`config.mk`:
```
export PLATFORM = sky130hd
export DESIGN_NAME = le_cell
export DESIGN_NICKNAME = d
export VERILOG_FILES = /design/src/rtl/le_cell.sv
export SDC_FILE = /design/constraint.sdc
export NUM_CORES = 1
export LEC_CHECK = 0
export BUFFER_PORTS_ARGS = -buffer_cell sky130_fd_sc_hd__buf_4
export CAP_MARGIN = 20
export CORE_MARGIN = 2
export CORE_UTILIZATION = 43
export DETAILED_ROUTE_END_ITERATION = 10
export GPL_TIMING_DRIVEN = 0
export PLACE_DENSITY = 0.73
export SETUP_SLACK_MARGIN = 0.2
export SLEW_MARGIN = 30
export SYNTH_ARGS = -nofsm -noshare
export SYNTH_HDL_FRONTEND = slang
export SYNTH_SLANG_ARGS = --single-unit
```
`constraint.sdc`:
```
create_clock -name clk -period 1.6 [get_ports clk]
set_input_delay 0.08 -clock clk [delete_from_list [all_inputs] [get_ports clk]]
set_output_delay 0.08 -clock clk [all_outputs]
set_load 0.02 [all_outputs]
```
`src/rtl/le_cell.sv`:
```
// le_cell: less-than-or-equal comparator cell.
// Drives a purely combinational out = (a <= b). It also has a one-cycle
// registered stage with lt/eq flags, a valid strobe, and a saturating hit counter.
module le_cell #(
    parameter int WIDTH  = 4,
    parameter int SIGNED = 0,
    parameter int CNT_W  = 8
) (
    input  logic             clk,
    input  logic             rst_n,
    input  logic [WIDTH-1:0] a,
    input  logic [WIDTH-1:0] b,
    output logic             out,
    input  logic             in_valid,
    input  logic             clr,
    output logic             out_q,
    output logic             lt_q,
    output logic             eq_q,
    output logic             out_valid,
    output logic [CNT_W-1:0] le_count
);

    // Inverting the sign bit maps two's-complement order onto unsigned order,
    // so one unsigned comparator covers both modes.
    localparam logic [WIDTH-1:0] SIGN_FLIP = (SIGNED != 0) ? (WIDTH'(1) << (WIDTH - 1)) : '0;
    localparam logic [CNT_W-1:0] CNT_MAX   = '1;

    logic [WIDTH-1:0] a_key;
    logic [WIDTH-1:0] b_key;
    logic             lt;
    logic             eq;

    assign a_key = a ^ SIGN_FLIP;
    assign b_key = b ^ SIGN_FLIP;
    assign lt    = (a_key < b_key);
    assign eq    = (a == b);
    assign out   = lt | eq;

    // Compare flags load on accepted samples and hold otherwise.
    always_ff @(posedge clk or negedge rst_n) begin
        if (!rst_n) begin
            out_q <= 1'b0;
            lt_q  <= 1'b0;
            eq_q  <= 1'b0;
        end else if (in_valid) begin
            out_q <= out;
            lt_q  <= lt;
            eq_q  <= eq;
        end
    end

    // The valid strobe is a one-cycle delayed copy of in_valid.
    always_ff @(posedge clk or negedge rst_n) begin
        if (!rst_n) begin
            out_valid <= 1'b0;
        end else begin
            out_valid <= in_valid;
        end
    end

    // The hit counter saturates. A clear wins over an increment in the same cycle.
    always_ff @(posedge clk or negedge rst_n) begin
        if (!rst_n) begin
            le_count <= '0;
        end else if (clr) begin
            le_count <= '0;
        end else if (in_valid && out && (le_count != CNT_MAX)) begin
            le_count <= le_count + 1'b1;
        end
    end

endmodule

```
# Word level (Yosys, flattened, before mapping)
# Cells that the tools add are included.
dict set report word_totals {
  ff_bits 12
  elab_cells 15
}
dict set report op_classes {
  n_addsub 1
  magnitude_cmp 1
  eq_ne 2
  muxes 2
  bitwise_logic 1
  n_reduce_logical 3
}
# operator n
set op_table {}
lappend op_table {{8-bit 2-to-1 mux} 2}
lappend op_table {{8-bit by 1-bit adder with 8-bit output (second input constant)} 1}
lappend op_table {{8-bit != test (second input constant)} 1}
lappend op_table {{4-bit equality test} 1}
lappend op_table {{4-bit < comparator} 1}
lappend op_table {{1-bit logical AND} 2}
lappend op_table {{2-bit nonzero test} 1}
lappend op_table {{1-bit bitwise OR} 1}

# Depth between registers and ports, before layout
# Gate-level depths: netlist of run 1.
dict set report logic_depth {
  depth_word 6
  depth_mapped 8
}

# Worst setup path before layout of run 1
# OpenSTA, ideal clock, no wires.
dict set report synth_path {
  path_type {register to register}
  start {reg le_count[0]}
  end {reg le_count[5]}
  t_arrival_ns 1.672
  t_required_ns 1.522
  setup_slack_ns -0.150
  stages_incl_launch_ff 7
  n_path_buf 0
  path_cell_list {dfrtp_1 > ha_1 > nand2_1 > nor3_1 > or2_2 > or4_1 > a21oi_1}
}
dict set report synth_via {
  elab_chain_cells 3
}
# element line
set synth_lines {}
lappend synth_lines {{start: declaration} 20} ;# output logic [CNT_W-1:0] le_count
lappend synth_lines {{start signal: assignment} 68} ;# le_count <= le_count + 1'b1;
lappend synth_lines {{8-bit by 1-bit adder with 8-bit output or 8-bit != test (tied branches)} {68, 67}}
lappend synth_lines {{8-bit 2-to-1 mux or 1-bit logical AND (tied branches)} 67} ;# end else if (in_valid && out && (le_count != CNT_MAX)) begin
lappend synth_lines {{8-bit 2-to-1 mux or 2-bit nonzero test (tied branches)} -}
# Parallel ways exist; a longest one is shown, timed or not. The select of a mux whose other input is x is not followed.
# A chain may end at the register's enable or synchronous reset.

# Final worst setup path of run 1
dict set report layout_path {
  start {reg le_count[1]}
  end {reg le_count[5]}
}
# The elaborated chain is that of the path after synthesis.

==> results.md, run 1 <==
* Status: finished, final reports clean
* GP Congestion at 0.740
* Starting Density at 46.5%
* Fmax at 631 MHz
* Switching share of power at 27.7%
* Largest area contributor in the synthesized netlist: dfrtp_1
* Post-synth top cells: dfrtp_1 (12), inv_1 (8), a21oi_1 (5), ha_1 (5), nor2_1 (5)
* Flop pwr share at 42.8%
* Vias per cell at 5.32
* DR iter-0 viols at 9
* Clock skew at 5.56 ps
* Layout cell share with drive strength beyond 1 at 51.3%
* Post-Syn Instances at 78
* Worst min path class: in2reg
* Worst-margin pin slew at 474 ps
* Ys flop type: dfrtp_1
* Fin cells at 131
* Max cap viols at 0
* Setup WS post-layout at 14.2 ps
* R2r worst-path depth at 6
* Worst Hold Path EP: out_q
* Critical path type: reg2reg
* Critical path data required time at 1810 ps
* Share of the synthesized area in the top cell type at 41.9%
* Initial antenna violation count at 0
* Comb pwr share at 25.9%
* H-tree depth at 1
* FF-to-FF End: le_count[5]
* Worst reg2reg startpoint: le_count[1]
* Mapped cell area at 717 um2
* EDFF count, synth at 0
* Static leakage at 0.543 nW
* WL per Instance at 13.2 um
* DRT Pass-1 Iters at 4
* Vias at 697
* GR Overflow Total at 0
* FFs w/ async S/R, synth at 100%
* Yosys cell types at 31
* Crit path time final at 1590 ps
* Peak supply drop at 0.457 mV
* Inserted Diodes at 0
* CP endpoint kind: flip-flop
* Clock sinks at 12
* PortBufs at 23
* Worst reg-to-reg setup slack at 10 ps
* Net Count, Synth at 95
* Pwr/cell area at 676 mW/mm2
* Power share of the clock group at 31.3%
* Clk slew on worst S/H paths at 80 ps
* Hold Fails Final Rpt at 0
* FF+latch count, synth at 12
* P&R area growth vs syn at 58.5%
* Remaining DRCs at 0
* Period Utilization, post-route at 99.1%
* IO Pins at 25
* Worst hold path depth at 2
* Critical path startpoint category: flip-flop
* Syn avg cell area at 9.19 um2
* Internal at 0.556 mW
* Core Area at 0.00154 mm2
* Fin. max-slew vios at 0
* GRT Total Usage at 19.2%
* Row count at 14
* Post-synthesis sequential area ratio at 41.9%
* Place WS at -65.3 ps
* Design Power at 0.768 mW
* DRT antenna net count at 0
* CTS Buffer Depth at 2
* Nets at 133
* Worst slew margin at 68.4%
* CP Max Fanout at 3
* Clock Latency Late Sink at 280 ps
* Hold_sp: in_valid
* Final WL at 1.72 mm
* Setup TNS at 0 ps
* RSZ-0062 raised after global routing: true
* Die footprint at 0.00201 mm2
* Num CTS Buffers at 3
* Die W at 44.8 um
* Die Ht at 44.8 um
* Detail Placement HPWL at 1.22 mm
* Crit path DAT at 1800 ps
* Vias in the first global route at 645
* First-pass GRT wire length at 2.79 mm
* Placed insts at 117
* Root Buffer: clkbuf_4
* CTS tree: built
* Yosys warns at 0
* Most frequent cell after synthesis: dfrtp_1
* Largest net degree at the start of global routing at 13
* Sw Pwr at 0.212 mW
* Finished Core Util at 73.7%
* # setup viols final at 0
* Synth top area cells: dfrtp_1 (42%), ha_1 (8.7%), inv_1 (4.2%), a21oi_1 (3.5%), mux2_1 (3.1%)
[metal layers]
layer	vias to the layer above	wire (um)	track usage, %	part of all wire (%)
li1	353	-	-	-
met1	321	738	23.5	43
met2	21	869	32.5	50
met3	2	106	7.20	6.2
met4	0	8	3.53	0.46
met5	-	0	0	0
[logic make-up (layout without fill, tap and decap cells)]
logic type,after synthesis,after routing,share of synthesized area (%)
multiplexers,3,3,4.71
AO/OA/AOI/OAI,17,17,14.5
adder cells (fa/ha/maj),5,5,8.73
AND/OR/NAND/NOR,31,31,23.9
flip-flops,12,12,41.9
buffers and inverters,10,47,6.28
[area by class of cell]
type                            instances  area (um2)
Tap cell                               16        20.0
Sequential cell                        12         303
Multi-Input combinational cell         56         479
Buffer                                  2        15.0
Fill cell                             130         405
Clock buffer                            4        36.3
Inverter                                8        30.0
Timing Repair Buffer                   33         253
[power groups by stage]
stage                     clock network [mW]  registers (mW)  logic (mW)
final                                  0.240           0.329       0.199
after global routing                   0.262           0.331       0.218
after floorplan                            0           0.355      0.0894
after CTS                              0.245           0.329       0.200
after detailed placement                   0           0.338       0.184
after global placement                     0           0.337       0.178
[sequential cells by signal, summed over array words and instances (netlist names)]
signal / count
out_valid: 1
out_q: 1
eq_q: 1
le_count: 8
lt_q: 1
[through the flow]
step,instance area (um2),hold WS (ps)
2_1_floorplan,797,-216
3_3_place_gp,990,-74.7
3_5_place_dp,990,-74.6
4_1_cts,1110,53.6
5_1_grt,1140,44.4
6_report,1140,50.0
[how the worst max path moves through the flow]
stage / from / end / slack, ps / cells after the start
after floorplan: le_count[1] / le_count[5] / 30 / 6
after global placement: a[3] / le_count[1] / -30 / 8
after detailed placement: a[3] / le_count[0] / -70 / 8
after CTS: le_count[0] / le_count[5] / 50 / 6
after global routing: le_count[1] / le_count[5] / -30 / 6
final: le_count[1] / le_count[5] / 10 / 6
[layout by cell type (no fill, tap or decap), types with 2 or more instances in the layout]
cell	count
buf_4	31
dfrtp_1	10
inv_1	5
nor2_1	4
ha_4	4
inv_2	3
nand4_1	3
a21oi_2	3
nand2_1	3
nand3_1	3
o21ai_0	3
clkbuf_4	3
o211ai_1	2
o21ai_1	2
nor2b_1	2
mux2_1	2
a21oi_1	2
nor3_1	2
dlygate4sd3_1	2
dfrtp_2	2
[worst max-delay path, stage by stage, from the launching register on]
cell	delay, ps
dfrtp_2	430
ha_4	180
nand2_4	70
nor3_4	50
or2_4	250
or4_4	420
a21oi_2	120
[timing repair]
| item | in CTS | in global routing |
|---|---|---|
| pin swaps | 3 | 3 |
| endpoints found under the setup margin | 4 | 7 |
| gates resized for setup | 4 | 3 |
| hold endpoints to repair | 13 | 0 |
| setup buffers | 6 | 2 |
| hold buffers | 2 | 0 |
Power figures use the tool's default switching activity.
==> inputs of run 2 (changes only) <==
--- a/config.mk
+++ b/config.mk
@@ -5,10 +5,11 @@
 export SDC_FILE = /design/constraint.sdc
 export NUM_CORES = 1
 export LEC_CHECK = 0
+export ABC_AREA = 1
 export BUFFER_PORTS_ARGS = -buffer_cell sky130_fd_sc_hd__buf_4
 export CAP_MARGIN = 20
 export CORE_MARGIN = 2
-export CORE_UTILIZATION = 43
+export CORE_UTILIZATION = 44
 export DETAILED_ROUTE_END_ITERATION = 10
 export GPL_TIMING_DRIVEN = 0
 export PLACE_DENSITY = 0.73
==> run 2 against run 1 <==
Fmax up 22%; cell count is 19% higher; count of clock-buffer cells in the layout decreased by 1; die area grew 6.9%; global-route usage about the same; hold slack better by 130 ps; critical endpoint unchanged.
==> results.md, run 2 <==
* Largest register FFs at 8 (unchanged)
* First-pass GRT wire length at 2.86 mm (+2.5%)
* Syn avg cell area at 7.74 um2 (-16%)
* Remaining DRCs at 0 (unchanged)
* Worst Hold Slack at 182 ps (+132 ps)
* Clock skew at 2.86 ps (-2.70 ps)
* Die W at 46.4 um (+3.4%)
* CTS tree: built
* CTS Buffer Depth at 2 (unchanged)
* DRT antenna net count at 0 (unchanged)
* Critical path startpoint category: flip-flop
* RSZ-0062 raised after global routing: false
* P&R area growth vs syn at 34.2%
* CP Max Fanout at 9 (+6)
* Fin cells at 156 (+19%)
* Vias in the first global route at 644 (-0.16%)
* EDFF count, synth at 0 (unchanged)
* Routed wl met2 at 952 um (+9.6%)
* DRT Pass-1 Iters at 4 (unchanged)
* Design area at 0.00106 mm2 (-6.7%)
* Peak supply drop at 0.382 mV (-16%)
* Worst slew margin at 84.2% (+16 points)
* DP Area at 0.00100 mm2 (+1.1%)
* Worst min path class: in2async
* Critical path data required time at 1810 ps (about the same)
* Net Count, Synth at 119 (+25%)
* Place WS at 147 ps (+212 ps)
* Worst-margin pin slew at 237 ps (-237 ps)
* Clk slew on worst S/H paths at 70 ps (about the same)
* DR iter-0 viols at 10 (+1)
* Vias per cell at 5.01 (-5.9%)
* Clock Latency Late Sink at 270 ps (about the same)
* Top cell by count, worst path: nand2_1
* Post-synthesis sequential area ratio at 38.0% (-3.8 points)
* Num CTS Buffers at 3 (unchanged)
* GR Overflow Total at 0 (unchanged)
* Commonest cells after routing, fill and taps aside: nand2_1 (25), buf_4 (24), inv_1 (18)
* Most frequent cell after synthesis: nand2_1
* Mapped cell area at 790 um2 (+10%)
* Ys flop type: dfrtp_1
* Post-Syn Instances at 102 (+31%)
* Post-synth top cells: nand2_1 (25), inv_1 (18), nand3_1 (14), dfrtp_1 (12), nand4_1 (9)
* FF+latch count, synth at 12 (unchanged)
* Metal-1 WL at 759 um (+2.8%)
* Setup bufs post-CTS at 0 (-6)
* IO Pins at 25 (unchanged)
* Initial antenna violation count at 0 (unchanged)
* Nets at 150 (+13%)
* GRT Total Usage at 19.2% (+0.046 points)
* Met3 wire length at 61 um (-42%)
* Largest area contributor in the synthesized netlist: dfrtp_1
* Synth top area cells: dfrtp_1 (38%), nand2_1 (12%), nand3_1 (8.9%), inv_1 (8.6%), ha_1 (7.9%)
* Placed insts at 151 (+29%)
* Static leakage at 0.602 nW (+11%)
* Crit path DAT at 1510 ps (-290 ps)
* GP Congestion at 0.786 (+6.2%)
* Worst stage delay on the critical path at 460 ps (+30 ps)
* Worst path bufs/invs at 0 (unchanged)
* WL per Instance at 11.6 um (-12%)
* Clock sinks at 12 (unchanged)
* Fin. max-slew vios at 0 (unchanged)
* Commonest non-fill, non-tap cell in the layout: nand2_1
* Critical path type: reg2reg
* Yosys cell types at 19 (-39%)
* H-tree depth at 1 (unchanged)
* Uppermost layer routed: met4
* Setup TNS at 0 ps (unchanged)
* Pwr/cell area at 647 mW/mm2 (-4.3%)
* Crit path time final at 1300 ps (-288 ps)
* PortBufs at 24 (+4.3%)
* Inserted Diodes at 0 (unchanged)
* # fillers at 158 (+22%)
* Largest net degree at the start of global routing at 13 (unchanged)
* Root Buffer: clkbuf_4
* Die Ht at 46.4 um (+3.4%)
* Yosys warns at 0 (unchanged)
* Core Area at 0.00171 mm2 (+11%)
* Period Utilization, post-route at 81.1% (-18 points)
* CP endpoint kind: flip-flop
* Detail Placement HPWL at 1.35 mm (+11%)
* Status: finished, final reports clean
* Final WL at 1.81 mm (+5.3%)
* Vias at 781 (+12%)
* Share of the synthesized area in the top cell type at 38.0% (-3.8 points)
* Row count at 15 (+1)
* Crit-path cells: nand2_1 > nor2_4 > nand4_4 > nand2_4 > nand3_1 > nand2_1
* Layout cell share with drive strength beyond 1 at 29.8% (-22 points)
* Hold Fails Final Rpt at 0 (unchanged)
* CP max-delay cell: dfrtp_1
* Die footprint at 0.00215 mm2 (+6.9%)
* Most flop-heavy register: le_count
* Family with the most delay on the worst path: simple AND/OR/NAND/NOR gates
* Fmax at 771 MHz (+22%)
* Max cap viols at 0 (unchanged)
* Starting Density at 46.2% (-0.28 points)
* FFs w/ async S/R, synth at 100% (unchanged)
* Setup WS post-layout at 302 ps (+288 ps)
* # setup viols final at 0 (unchanged)
[run 2: cell types whose count changed after synthesis, sizes merged, moves of 2 or more]
cell   previous run  this run
nand2             5        28
inv               8        20
nand3             3        14
nand4             3        10
a21oi             5         1
mux2              3         0
nor2b             3         0
nor3              3         0
o21ai             5         2
xor2              0         3
or3               2         0
[run 2: cell families after synthesis]
kind of cell	after synthesis	synth area share, %
flops	12	38.0
simple gates	56	36.4
compound gates	5	4.12
fa+ha+maj	5	7.92
buf+inv	21	10.1
xor+xnor	3	3.33
[run 2: where the power goes]
group          switching (mW)  internal, mW  leakage [nW]
clock network          0.0981        0.0872        0.0138
logic                  0.0933        0.0714         0.433
registers              0.0168         0.319         0.155
[run 2: stage by stage]
step	power, mW	util (%)
floorplan	0.423	-
global placement	0.493	58.6
detailed placement	0.497	58.6
CTS	0.686	61.2
global route	0.722	62.1
finish	0.685	62.1
[run 2: area by class of cell]
class                   instances  area, um2  area share, %
plain buffers                   1       5.00          0.472
clock buffers                   3       22.5           2.13
inverters                      20       75.1           7.08
multi-input cells              69        422           39.8
flip-flops and latches         12        304           28.7
well taps                      25       31.3           2.95
repair buffers                 26        200           18.9
[run 2: layer usage]
layer | track usage [%] | vias to the layer above
li1 | - | 393
met1 | 23.7 | 362
met2 | 31.4 | 22
met3 | 3.92 | 4
met4 | 9.71 | 0
met5 | 0 | -
[run 2: final timing paths]
path / endpoint / slack (ps) / startpoint / cells past startpoint
max reg2reg: le_count[5] / 300 / le_count[5] / 6
min: le_count[1] / 180 / rst_n / 2
max in group asynchronous: le_count[3] / 1240 / rst_n / 2
min in group clk: le_count[0] / 200 / clr / 4
min reg2reg: lt_q / 520 / lt_q / 2
max: le_count[5] / 300 / le_count[5] / 6
[run 2: repair_timing]
| action | in CTS | in global routing |
|---|---|---|
| cloned | 0 | 0 |
| resized for setup | 1 | 4 |
| hold buffers | 2 | 0 |
| endpoints found under the setup margin | 8 | 8 |
| endpoints found under the hold margin | 13 | 0 |
